===== src/rtl/frame_trimmer.sv =====
// ---------------------------------------------------------------------------
// frame_trimmer
//   Crops a raster video stream (AXI4-Stream style) by CROP_LEFT/RIGHT columns
//   and CROP_TOP/BOTTOM lines. Every input beat is consumed. Only beats inside
//   the kept window are registered into a single output stage, which adds
//   1 cycle of latency. Output tuser marks the first kept pixel of a frame and
//   output tlast marks the last kept pixel of each line.
//
//   Optional feature macro: FRAME_TRIMMER_GEOM_CHECK_EN
//     When defined, trim_err_o is a sticky flag for line/frame geometry
//     errors: tlast at the wrong x, a missing tlast, or a misplaced tuser.
//     When undefined, trim_err_o is tied to 0.
//
// Ports
//   clk_i, rstn_i          clock, asynchronous active-low reset
//   video_i_*              input stream  (tdata/tvalid/tready/tuser=SOF/
//                          tlast=EOL/tid/tdest)
//   video_o_*              output stream (adds tkeep/tstrb, both all-ones)
//   trim_err_o             sticky geometry error
// ---------------------------------------------------------------------------
module frame_trimmer #(
    parameter int PX_WIDTH        = 10,
    parameter int CHANNELS_AMOUNT = 3,
    parameter int FRAME_RES_X     = 1924,
    parameter int FRAME_RES_Y     = 1084,
    parameter int CROP_LEFT       = 2,
    parameter int CROP_RIGHT      = 2,
    parameter int CROP_TOP        = 2,
    parameter int CROP_BOTTOM     = 2,
    parameter int ID_WIDTH        = 4,
    parameter int DEST_WIDTH      = 4,
    localparam int TDATA_WIDTH    = ((PX_WIDTH * CHANNELS_AMOUNT + 7) / 8) * 8
) (
    input  logic                     clk_i,
    input  logic                     rstn_i,

    input  logic [TDATA_WIDTH-1:0]   video_i_tdata,
    input  logic                     video_i_tvalid,
    output logic                     video_i_tready,
    input  logic                     video_i_tuser,
    input  logic                     video_i_tlast,
    input  logic [ID_WIDTH-1:0]      video_i_tid,
    input  logic [DEST_WIDTH-1:0]    video_i_tdest,

    output logic [TDATA_WIDTH-1:0]   video_o_tdata,
    output logic                     video_o_tvalid,
    input  logic                     video_o_tready,
    output logic                     video_o_tuser,
    output logic                     video_o_tlast,
    output logic [TDATA_WIDTH/8-1:0] video_o_tkeep,
    output logic [TDATA_WIDTH/8-1:0] video_o_tstrb,
    output logic [ID_WIDTH-1:0]      video_o_tid,
    output logic [DEST_WIDTH-1:0]    video_o_tdest,

    output logic                     trim_err_o
);

    localparam int PAY_W = PX_WIDTH * CHANNELS_AMOUNT;
    // Counter widths can hold FRAME_RES_* itself so the exclusive upper
    // window bound is representable even with zero right/bottom crop.
    localparam int XW = $clog2(FRAME_RES_X + 1);
    localparam int YW = $clog2(FRAME_RES_Y + 1);

    localparam logic [XW-1:0] X_LAST = XW'(FRAME_RES_X - 1);
    localparam logic [XW-1:0] X_LO   = XW'(CROP_LEFT);
    localparam logic [XW-1:0] X_HI   = XW'(FRAME_RES_X - CROP_RIGHT);
    localparam logic [XW-1:0] X_EOL  = XW'(FRAME_RES_X - CROP_RIGHT - 1);
    localparam logic [YW-1:0] Y_LAST = YW'(FRAME_RES_Y - 1);
    localparam logic [YW-1:0] Y_LO   = YW'(CROP_TOP);
    localparam logic [YW-1:0] Y_HI   = YW'(FRAME_RES_Y - CROP_BOTTOM);

    logic [XW-1:0]          r_x_cnt;
    logic [YW-1:0]          r_y_cnt;
    logic                   r_synced;
    logic                   r_tvalid;
    logic [TDATA_WIDTH-1:0] r_tdata;
    logic                   r_tuser;
    logic                   r_tlast;
    logic [ID_WIDTH-1:0]    r_tid;
    logic [DEST_WIDTH-1:0]  r_tdest;

    logic                   w_in_rdy;
    logic                   w_acc;
    logic [XW-1:0]          w_cur_x;
    logic [YW-1:0]          w_cur_y;
    logic [XW-1:0]          w_nxt_x;
    logic [YW-1:0]          w_nxt_y;
    logic                   w_in_x;
    logic                   w_in_y;
    logic                   w_keep;
    logic [TDATA_WIDTH-1:0] w_tdata_m;

    // Discarded beats still wait for a free output slot, so the upstream
    // handshake is identical whether or not the beat is kept.
    assign w_in_rdy = !r_tvalid || video_o_tready;
    assign w_acc    = video_i_tvalid && w_in_rdy;

    // tuser forces this beat to (0,0) whatever the counters say.
    assign w_cur_x = video_i_tuser ? '0 : r_x_cnt;
    assign w_cur_y = video_i_tuser ? '0 : r_y_cnt;

    // Lower-bound compare is skipped for a zero crop to avoid a trivially
    // true unsigned compare.
    assign w_in_x = ((CROP_LEFT == 0) || (w_cur_x >= X_LO)) && (w_cur_x < X_HI);
    assign w_in_y = ((CROP_TOP  == 0) || (w_cur_y >= Y_LO)) && (w_cur_y < Y_HI);
    // Nothing is kept until the first tuser has aligned the counters.
    assign w_keep = (r_synced || video_i_tuser) && w_in_x && w_in_y;

    // Next position. A line that runs past FRAME_RES_X-1 without tlast is
    // treated as ended so the counters stay in range.
    always_comb begin
        w_nxt_x = w_cur_x + 1'b1;
        w_nxt_y = w_cur_y;
        if (video_i_tlast || (w_cur_x == X_LAST)) begin
            w_nxt_x = '0;
            w_nxt_y = (w_cur_y == Y_LAST) ? '0 : w_cur_y + 1'b1;
        end
    end

    // Padding bits above the pixel payload are forced to zero.
    always_comb begin
        w_tdata_m = '0;
        for (int b = 0; b < TDATA_WIDTH; b++)
            w_tdata_m[b] = (b < PAY_W) ? video_i_tdata[b] : 1'b0;
    end

    always_ff @(posedge clk_i or negedge rstn_i) begin
        if (!rstn_i) begin
            r_x_cnt  <= '0;
            r_y_cnt  <= '0;
            r_synced <= 1'b0;
            r_tvalid <= 1'b0;
            r_tdata  <= '0;
            r_tuser  <= 1'b0;
            r_tlast  <= 1'b0;
            r_tid    <= '0;
            r_tdest  <= '0;
        end else begin
            if (w_acc) begin
                r_x_cnt <= w_nxt_x;
                r_y_cnt <= w_nxt_y;
                if (video_i_tuser)
                    r_synced <= 1'b1;
            end
            // Output stage only changes when it is empty or being drained,
            // which keeps payload stable under backpressure.
            if (w_in_rdy) begin
                r_tvalid <= w_acc && w_keep;
                if (w_acc && w_keep) begin
                    r_tdata <= w_tdata_m;
                    r_tuser <= (w_cur_x == X_LO) && (w_cur_y == Y_LO);
                    r_tlast <= (w_cur_x == X_EOL);
                    r_tid   <= video_i_tid;
                    r_tdest <= video_i_tdest;
                end
            end
        end
    end

    assign video_i_tready = w_in_rdy;
    assign video_o_tvalid = r_tvalid;
    assign video_o_tdata  = r_tdata;
    assign video_o_tuser  = r_tuser;
    assign video_o_tlast  = r_tlast;
    assign video_o_tid    = r_tid;
    assign video_o_tdest  = r_tdest;
    assign video_o_tkeep  = '1;
    assign video_o_tstrb  = '1;

`ifdef FRAME_TRIMMER_GEOM_CHECK_EN
    logic r_err;
    logic w_err_evt;

    // Line-length checks only make sense once position is aligned; the
    // tuser-position check applies to every frame after the first tuser.
    assign w_err_evt = w_acc && (
                           ((r_synced || video_i_tuser) &&
                            ((video_i_tlast && (w_cur_x != X_LAST)) ||
                             (!video_i_tlast && (w_cur_x == X_LAST)))) ||
                           (video_i_tuser && r_synced &&
                            ((r_x_cnt != '0) || (r_y_cnt != '0))));

    always_ff @(posedge clk_i or negedge rstn_i) begin
        if (!rstn_i)
            r_err <= 1'b0;
        else if (w_err_evt)
            r_err <= 1'b1;
    end

    assign trim_err_o = r_err;
`else
    assign trim_err_o = 1'b0;
`endif

endmodule


===== config.mk =====
export PLATFORM = sky130hd
export DESIGN_NAME = frame_trimmer
export DESIGN_NICKNAME = d
export VERILOG_FILES = /design/src/rtl/frame_trimmer.sv
export SDC_FILE = /design/constraint.sdc
export NUM_CORES = 1
export LEC_CHECK = 0
export CORE_ASPECT_RATIO = 0.8
export CORE_MARGIN = 5
export CORE_UTILIZATION = 52
export DETAILED_ROUTE_END_ITERATION = 8
export GPL_ROUTABILITY_DRIVEN = 0
export GPL_TIMING_DRIVEN = 0
export PLACE_DENSITY_LB_ADDON = 0.05
export SKIP_CTS_REPAIR_TIMING = 1
export SYNTH_ARGS = -nofsm -noshare
export SYNTH_HDL_FRONTEND = slang
export SYNTH_SLANG_ARGS = --single-unit

===== constraint.sdc =====
create_clock -name clk_i -period 6.1 [get_ports clk_i]
set_clock_uncertainty 0.05 [all_clocks]
set_input_delay 1.22 -clock clk_i [delete_from_list [all_inputs] [get_ports clk_i]]
set_output_delay 1.22 -clock clk_i [all_outputs]
set_load 0.01 [all_outputs]

## After elaboration in Yosys (flattened, before gate mapping)

Cells that the tools add are included.

| cells by class | value |
|---|---|
| $add $sub $neg | 2 |
| $lt $le $gt $ge | 4 |
| eq/ne operators | 5 |
| multiplexer cells | 5 |
| reduce and logical (&&, ||, !) cells | 13 |

Operators with widths:

| kind | count |
|---|---|
| $mux 11 | 5 |
| $eq 11x11->1 const B | 3 |
| $add 11x1->11 const B | 2 |
| $eq 11x2->1 const B | 2 |
| $ge 11x2->1 const B | 2 |
| $lt 11x11->1 const B | 2 |
| $logic_and 1x1->1 | 7 |
| $reduce_and 2->1 | 2 |
| $logic_or 1x1->1 | 3 |
| $logic_not 1->1 | 1 |

| word-level totals | value |
|---|---|
| register bits after elaboration | 64 |
| bits of input ports | 46 |
| output and inout port bits | 53 |
| word-level logic and storage cells | 38 |

## Longest topological paths before layout

| logic depth | value |
|---|---|
| depth in word-level cells | 7 |
| mapped depth | 10 |
| mapped depth without buffers | 8 |

## Worst setup path before layout

Ideal clock, no wire load.

| timing path | value |
|---|---|
| path kind | input to register |
| start point | in video_i_tuser |
| end point | reg r_tdata[0] (netlist: video_o_tdata[0]) |
| setup time | 0.125 ns |
| arrival | 3.039 ns |
| required time | 5.925 ns |
| path slack | 2.886 ns |
| cell stages on the path | 10 |
| buffers on the path | 3 |
| cells stage by stage | buf_2 clkbuf_1 nand2b_1 inv_1 ha_1 nor4_2 o31ai_1 nand4_2 buf_6 mux2_4 |

| between the ends | value |
|---|---|
| longest elaborated chain between the ends | 7 |
| elaborated cells between the ends (all ways) | 13 |
| classes of those cells | order compare: 4; mux: 2; reduce/logical: 7 |

RTL lines:

| what | RTL line | text |
|---|---|---|
| start, declared | 40 | `input logic video_i_tuser,` |
| $mux 11 | 99 | `assign w_cur_x = video_i_tuser ? '0 : r_x_cnt;` |
| $ge 11x2->1 or $lt 11x11->1 (tied branches) | 104 | `assign w_in_x = ((CROP_LEFT == 0) \|\| (w_cur_x >= X_LO)) && (w_cur_x < X_HI);` |
| $logic_and 1x1->1 | 104 |  |
| $logic_and 1x1->1 | 107 | `assign w_keep = (r_synced \|\| video_i_tuser) && w_in_x && w_in_y;` |
| $logic_and 1x1->1 (*) | 107 |  |
| $logic_and 1x1->1 (*) | 149 | `if (w_acc && w_keep) begin` |
| $reduce_and 2->1 (no source line) (*) | n/a |  |
| end signal, assigned | 150 | `r_tdata <= w_tdata_m;` |
| end, declared | 76 | `logic [TDATA_WIDTH-1:0] r_tdata;` |

Mark *: on every way between the ends. The rest lies on a longest branch, timed or not.
A chain may end at the register's enable or synchronous reset.

## Worst setup path in the final report

Ends and elaborated chain as after synthesis.

==> flow_summary.ini <==
[die]
fp.dieW_um = 101
fp.dieArea_um2 = 8320
core_region_area_um2 = 6410
num_ports = 99
initial_core_util_pct = 53.5
y_dimension_of_the_die_um = 82.6
row_count = 26

[global_route]
pin_count_of_the_biggest_net_entering_global_routing = 65
number_of_global_route_vias_before_repair = 2697
gr-usage-all-layers_pct = 21.7
wire_length_of_the_first_global_routing_pass_um = 13800
grt_overflow = 0
antenna_found_initial = 0

[detailed_routing]
via_count = 2760
routed_wire_length_per_instance_um = 17.9
drt-pass1-iter-count = 5
totalWireLength_um = 8800
route.detailed.drc = 0
detailroute.wirelength.met2_um = 4300
routedLengthMet1_um = 3630
top_layer = met4
wl_met3_um = 722
antenna_violating_nets_post_route = 0
drtIter0Drc = 140
post_drt_via_cell_ratio = 5.61

[cells_and_area]
drive_gt1_share_pct = 20.3
insertedDiodeCount = 0
area_delta_synth_final_pct = 34.2
design.final.nets = 455

[logic_synthesis]
synth_top_area_share_pct = 46.7
yosysMostFrequentCell = dfrtp_1
synthesis.area_um2 = 3430
yosys_warnings = 0
ys_types = 53
synthTopCellsByArea = dfrtp_1, mux2_4, o21ai_0
synth.top_cells.by_count = dfrtp_1, mux2_4, nand2_1
synth-edff-count = 0
fraction_of_registers_with_async_set_or_reset_after_synthesis_pct = 100
ys_seq_elements = 64
synthesis.instances = 299
sequential_share_of_the_synthesized_area_pct = 46.7
synth-main-ff-cell = dfrtp_1
postSynthAreaPerCell_um2 = 11.5
post-synth-top-area-cell = dfrtp_1

[flow_run]
drv_cap = 0

[setup_path]
cp_required_ps = 6270
crit_type = in2reg
worst_setup_path_start_kind = input port
rr_worst_depth = 6
r2r_setup_slack_ps = 3720
rr_endpoint = video_o_tdata[0]
rr_startpoint = r_x_cnt[3]
worst_setup_path_end_kind = flop
critical_path_peak_fanout = 10
critical_path_arrival_ps = 4150

[clock_network]
clock_net_sink_count = 64
clkLatencyLatePin_ps = 350
clockBufferDepth = 2
clock_slew_at_the_register_clock_pins_of_the_worst_setup_and_hold_paths_ps = 60
ctsRootBufferMaster = clkbuf_8
tritoncts_clock_tree = built
htree_levels = 3
cts-buffers-inserted = 9

[pwr]
max-vdd-ir-drop_uv = 263
leakage_dissipation_nw = 2.16
power_density_nw_per_um2 = 361
design_power_total_mw = 1.66

[timing]
period_needed_ps = 3980
grt_setup_unrepaired = false
worst-slew-pin-transition_ps = 798
report.final.setup_viol = 0
slew-limit-headroom_pct = 46.8
final_max_slew_viol_count = 0
min_period_over_period_pct = 65.2
fin_setup_tns_ps = 0
hold_violations = 0
fmax_mhz = 252

[place]
post-dp-hpwl_um = 6420
port_buffers = 85

[min_path]
worst_hold_path_type = reg2reg
hold_path_startpoint = r_synced
min_delay_path_depth = 1
min_delay_worst_endpoint = r_synced

[outcome]
status = finished, final reports clean
[where the power goes]
part / internal (mW) / switching (mW)
sequential: 0.563 / 0.0859
combinational: 0.432 / 0.223
clock: 0.196 / 0.163
total: 1.19 / 0.471
[flip-flops by register name, indices dropped and copies added (netlist names)]
name            flops
video_o_tdata      30
r_y_cnt            11
video_o_tid         4
video_o_tlast       1
video_o_tvalid      1
video_o_tuser       1
r_synced            1
r_x_cnt            11
video_o_tdest       4
[kinds of logic (layout without fill, tap and decap cells)]
| group | Yosys count | count (layout) | synth area share [%] |
|---|---|---|---|
| muxes | 42 | 42 | 17.9 |
| other | 2 | 11 | 0.219 |
| and+or+nand+nor | 93 | 93 | 15.6 |
| AOI/OAI and AO/OA | 59 | 59 | 11.8 |
| adders and majority gates | 5 | 5 | 1.83 |
| DFF | 64 | 64 | 46.7 |
| buffers and inverters | 34 | 134 | 6.06 |
[worst max-delay path by stage]
stage / start / to / slack [ps]
floorplan: video_i_tuser / video_o_tdata[0] / 2890
global placement: rstn_i / video_o_tdata[3] / 1600
detailed placement: video_i_tuser / video_o_tdata[0] / 1810
CTS: video_i_tuser / video_o_tdata[0] / 2120
global route: video_i_tuser / video_o_tdata[0] / 1990
finish: video_i_tuser / video_o_tdata[0] / 2120
[cell usage in the layout, fill, tap and decap left out, types with 3 or more instances in the layout]
master	instances
clkdlybuf4s50_1	84
dfrtp_1	64
mux2_4	38
nand2_1	22
o21ai_0	18
nand3_1	14
buf_4	13
nor2_1	12
conb_1	11
clkbuf_8	10
a21oi_1	9
clkbuf_1	8
o31ai_1	8
nand2b_1	7
inv_1	7
nor2b_1	6
a31oi_1	5
ha_1	5
buf_2	4
nand4_1	4
buf_6	4
nor3_1	4
or2_2	3
mux2i_1	3
clkinv_2	3
[stage by stage]
stage | hold WS (ps) | worst slack [ps] | util [%] | area [µm²] | instances
2_1_floorplan | 372 | 2890 | - | 3460 | 308
3_3_place_gp | 391 | 1600 | 68.9 | 4420 | 477
3_5_place_dp | 413 | 1810 | 68.9 | 4410 | 477
4_1_cts | 427 | 2120 | 71.8 | 4600 | 492
5_1_grt | 454 | 1990 | 71.8 | 4600 | 492
6_report | 435 | 2120 | 71.8 | 4600 | 492
[metal layers]
metal / GRT usage, % / up-vias
met4: 7.94 / 0
met3: 6.13 / 17
li1: - / 1274
met2: 34.3 / 126
met1: 28.6 / 1343
met5: 0 / -
[critical path, stage by stage]
cell             delay [ps]
clkdlybuf4s50_1         560
buf_2                   270
clkbuf_1                420
nand2b_1                210
inv_1                    70
ha_1                    230
nor4_2                  310
o31ai_1                 120
nand4_2                 190
buf_6                   220
mux2_4                  320
[layout make-up]
class                   count  area (µm²)
plain buffers              27         181
clock buffers              11         141
clock inverters             4        45.0
fillers                   489        1810
inverters                   7        26.3
multi-input cells         210        1650
flip-flops and latches     64        1600
well taps                  84         105
repair buffers             85         848
Power figures use the tool's default switching activity.
